<file path="config.mk">
export PLATFORM = sky130hd
export DESIGN_NAME = pwm_gen
export DESIGN_NICKNAME = d
export VERILOG_FILES = /design/src/rtl/pwm_gen.sv
export SDC_FILE = /design/constraint.sdc
export NUM_CORES = 1
export LEC_CHECK = 0
export CAP_MARGIN = 30
export CORE_AREA = 2 2 39 41
export DETAILED_ROUTE_END_ITERATION = 16
export DIE_AREA = 0 0 41 43
export PLACE_DENSITY = 0.71
export SETUP_SLACK_MARGIN = 0.15
export SYNTH_ARGS = -nofsm -noshare
export SYNTH_HDL_FRONTEND = slang
export SYNTH_SLANG_ARGS = --single-unit
</file>
<file path="constraint.sdc">
create_clock -name clk -period 1.5 [get_ports clk]
set_input_delay 0.3 -clock clk [delete_from_list [all_inputs] [get_ports clk]]
set_output_delay 0.3 -clock clk [all_outputs]
set_load 0.05 [all_outputs]
</file>
<file path="src/rtl/pwm_gen.sv">
// Audio PWM output stage: 8-bit sample to 1-bit duty over a 2**WIDTH frame.
// Counter runs while enabled; output is a live compare against the sample.
module pwm_gen #(
  parameter int WIDTH = 8
) (
  input  logic             clk,
  input  logic             nrst,
  input  logic [WIDTH-1:0] mixed_sample,
  input  logic             enable,
  output logic             PWM_o
);

  logic [WIDTH-1:0] count_q;
  logic [WIDTH-1:0] count_d;
  logic             below;

  // next count: advance and wrap while enabled, freeze otherwise
  always_comb begin
    count_d = count_q;
    if (enable) begin
      count_d = count_q + WIDTH'(1);
    end
  end

  // frame counter, cleared asynchronously
  always_ff @(posedge clk or negedge nrst) begin
    if (!nrst) begin
      count_q <= '0;
    end else begin
      count_q <= count_d;
    end
  end

  // unregistered duty compare; reset and enable force the pin low
  always_comb begin
    below = (count_q < mixed_sample);
    PWM_o = nrst & enable & below;
  end

endmodule

</file>
==> reports/results.ini <==
[outcome]
status = finished with violations
violations = negative setup slack

[global_routing]
grt_pass1_vias = 455
grt_pass1_wl_um = 1900
track_usage_pct = 17.2
grt_max_degree = 9
grt_overflow = 0
antenna_found_initial = 0

[placement]
place_ws_ns = -0.620
hpwl_um = 847
gp_congestion = 0.804
port_buffers = 11

[synth]
synth_nets = 72
synth_top_family_by_area = adder cells
ys_seq_area_share_pct = 37.2
synth_top_area_cell = dfrtp_1
yosys-top-cells-area = dfrtp_1 (37%), ha_1 (19%), xnor2_1 (6.5%)
avgSynthCellArea_um2 = 10.2
synth_seq_cells = 8
synthArstFlopShare_pct = 100
synth_area_um2 = 538
synth_cell_type_count = 18
synthSimpleGateAreaFrac_pct = 16.5
yosysTopAreaCellShare_pct = 37.2
synth-xor-area-share_pct = 11.4
synthMuxAreaShare_pct = 2.09
yosysWarnings = 0
syn_inst = 53
synth_compound_area_share_pct = 7.21
synth_edf_count = 0
synth.top_cells.by_count = dfrtp_1 (8), ha_1 (8), inv_1 (8)
synthAdderAreaFrac_pct = 18.6
synthFlopType = dfrtp_1

[floorplan]
dieArea_um2 = 1760
ios = 12
die_h_um = 43
fp.coreArea_um2 = 1380
num_rows = 14
start_util_pct = 38.9
die_w_um = 41

[clock_tree]
cts_buffers = 3
cts-hold-fix-buffers = 0
clock_latency_ns = 0.24
clk_pin_slew_ns = 0.05
htreeDepth = 1
cts_root_buf = clkbuf_4
clock_path_buffers = 2
cts_tree = yes
cts_sinks = 8

[sta]
clock_skew_ns = 0.00145
clock.fmax_ghz = 0.528
worst_pin_slew_ns = 0.224
final_max_slew_viol_count = 0
rsz0062_at_grt = true
fin_crit_sh_pct = 126
hold_viol = 0
maxSlewHeadroom_pct = 85.1
layout_setup_ws_ns = -0.394
min_period_ns = 1.89
setup_viol = 1

[drt]
drtAntennaViolNets = 0
first_iter_violations = 1
drc = 0
firstDrtPassIters = 2
drt_wl_total_um = 1200
avgViaCountPerCell = 4.68
via_count = 435
wl_per_cell_um = 12.9

[final_layout]
nets = 98
diodes = 0
area_growth_pct = 64.2
largest_reg_flops = 8
fillers = 102
drive_above_1_share_pct = 48.1
post-route-util_pct = 63.8
final-seq-area_um2 = 200
reg.largest.list = count_q x8
multi_input_area_um2 = 412
regMostFlops = count_q

[setup_path]
critPathCapture = PWM_o
r2r_setup_slack_ns = 0.33
cp-end-kind = primary output
cp.arrival_ns = 1.59
reg2reg_to = count_q[1]$_DFFE_PN0P_
startpoint = mixed_sample[7]
cp.depth = 7
crit_chain = clkdlybuf4s50_1, inv_2, ha_4, nand4_1, nor2_2, a21oi_4, buf_12
path_buf_inv = 3
reg2reg_from = count_q[1]$_DFFE_PN0P_
worst_path_largest_cell_delay_ns = 0.47
rr_worst_depth = 3
cp_slowest_cell = clkdlybuf4s50_1
cp.required_ns = 1.20
startpoint_type = input port
critical_path_class = in -> out
crit_fanout = 2
crit_family = buffers and inverters

[power]
pwr_density_cell_nw_per_um2 = 1480
peakVddDrop_mv = 0.726
p_leak_nw = 0.411

[min_path]
min_path_type = in -> async

[job]
maxCapViolations = 0

## worst register-to-register path: stages, from the launching register on
cell and delay (ns):
dfrtp_1 0.39, buf_4 0.16, ha_1 0.26, mux2_2 0.26
## cell usage in the layout, fill, tap and decap left out, types with 4 or more instances in the layout
| cell | instances |
|---|---|
| ha_4 | 4 |
| inv_1 | 4 |
| dfrtp_1 | 8 |
| buf_4 | 11 |
| dlygate4sd2_1 | 5 |
| inv_2 | 4 |
| xnor2_1 | 4 |
| clkdlybuf4s50_1 | 4 |
| nand2_1 | 4 |
## how the worst min path moves through the flow
| stage | from | endpoint | cells past startpoint |
|---|---|---|---|
| floorplan | nrst | count_q[0]$_DFFE_PN0P_ | 0 |
| finish | nrst | count_q[0]$_DFFE_PN0P_ | 2 |
| detailed placement | count_q[7]$_DFFE_PN0P_ | count_q[7]$_DFFE_PN0P_ | 2 |
| CTS | nrst | count_q[3]$_DFFE_PN0P_ | 2 |
| global placement | count_q[7]$_DFFE_PN0P_ | count_q[7]$_DFFE_PN0P_ | 2 |
| global route | nrst | count_q[0]$_DFFE_PN0P_ | 2 |
## cell type report
class                           instances  area share (%)
Sequential cell                         8            22.7
Clock buffer                            3            2.55
Tap cell                               16            2.27
Multi-Input combinational cell         36            46.6
Inverter                                8            3.40
Timing Repair Buffer                   22            22.5
## timing repair
item                       CTS  global route
pin swaps                    6             5
setup endpoints to repair    1             2
gates resized for setup     19             6
setup buffers                0             1
## routing by layer
metal  vias to the layer above  global-route usage, %  wire length (µm)
li1                        232                      -                 -
met1                       194                   18.1               492
met2                         7                   31.3               666
met3                         2                   3.14                31
met4                         0                   6.00                 9
met5                         -                      0                 0
## cell families (layout without fill, tap and decap cells)
logic type	after synthesis	count (layout)
XOR/XNOR	7	7
AO/OA/AOI/OAI	6	6
flip-flops	8	8
AND/OR/NAND/NOR	14	14
buffers and inverters	9	33
multiplexers	1	1
adder cells (fa/ha/maj)	8	8
## report_power, final
part           internal [mW]  leakage [nW]  switching, mW
registers              0.310        0.0999         0.0887
clock network         0.0905        0.0138         0.0580
logic                  0.420         0.298          0.342
total                  0.820         0.411          0.489
## through the flow
step | cell area [µm²] | hold WS [ns] | power (mW) | setup TNS [ns] | instances
after floorplan | 561 | 0.00441 | 0.738 | -0.197 | 53
after global placement | 768 | 0.539 | 0.961 | -0.639 | 89
after detailed placement | 768 | 0.543 | 0.985 | -0.745 | 89
after CTS | 855 | 0.414 | 1.23 | -0.391 | 92
after global routing | 883 | 0.433 | 1.43 | -0.460 | 93
final | 883 | 0.416 | 1.31 | -0.394 | 93
(Power assumes the default switching activity.)
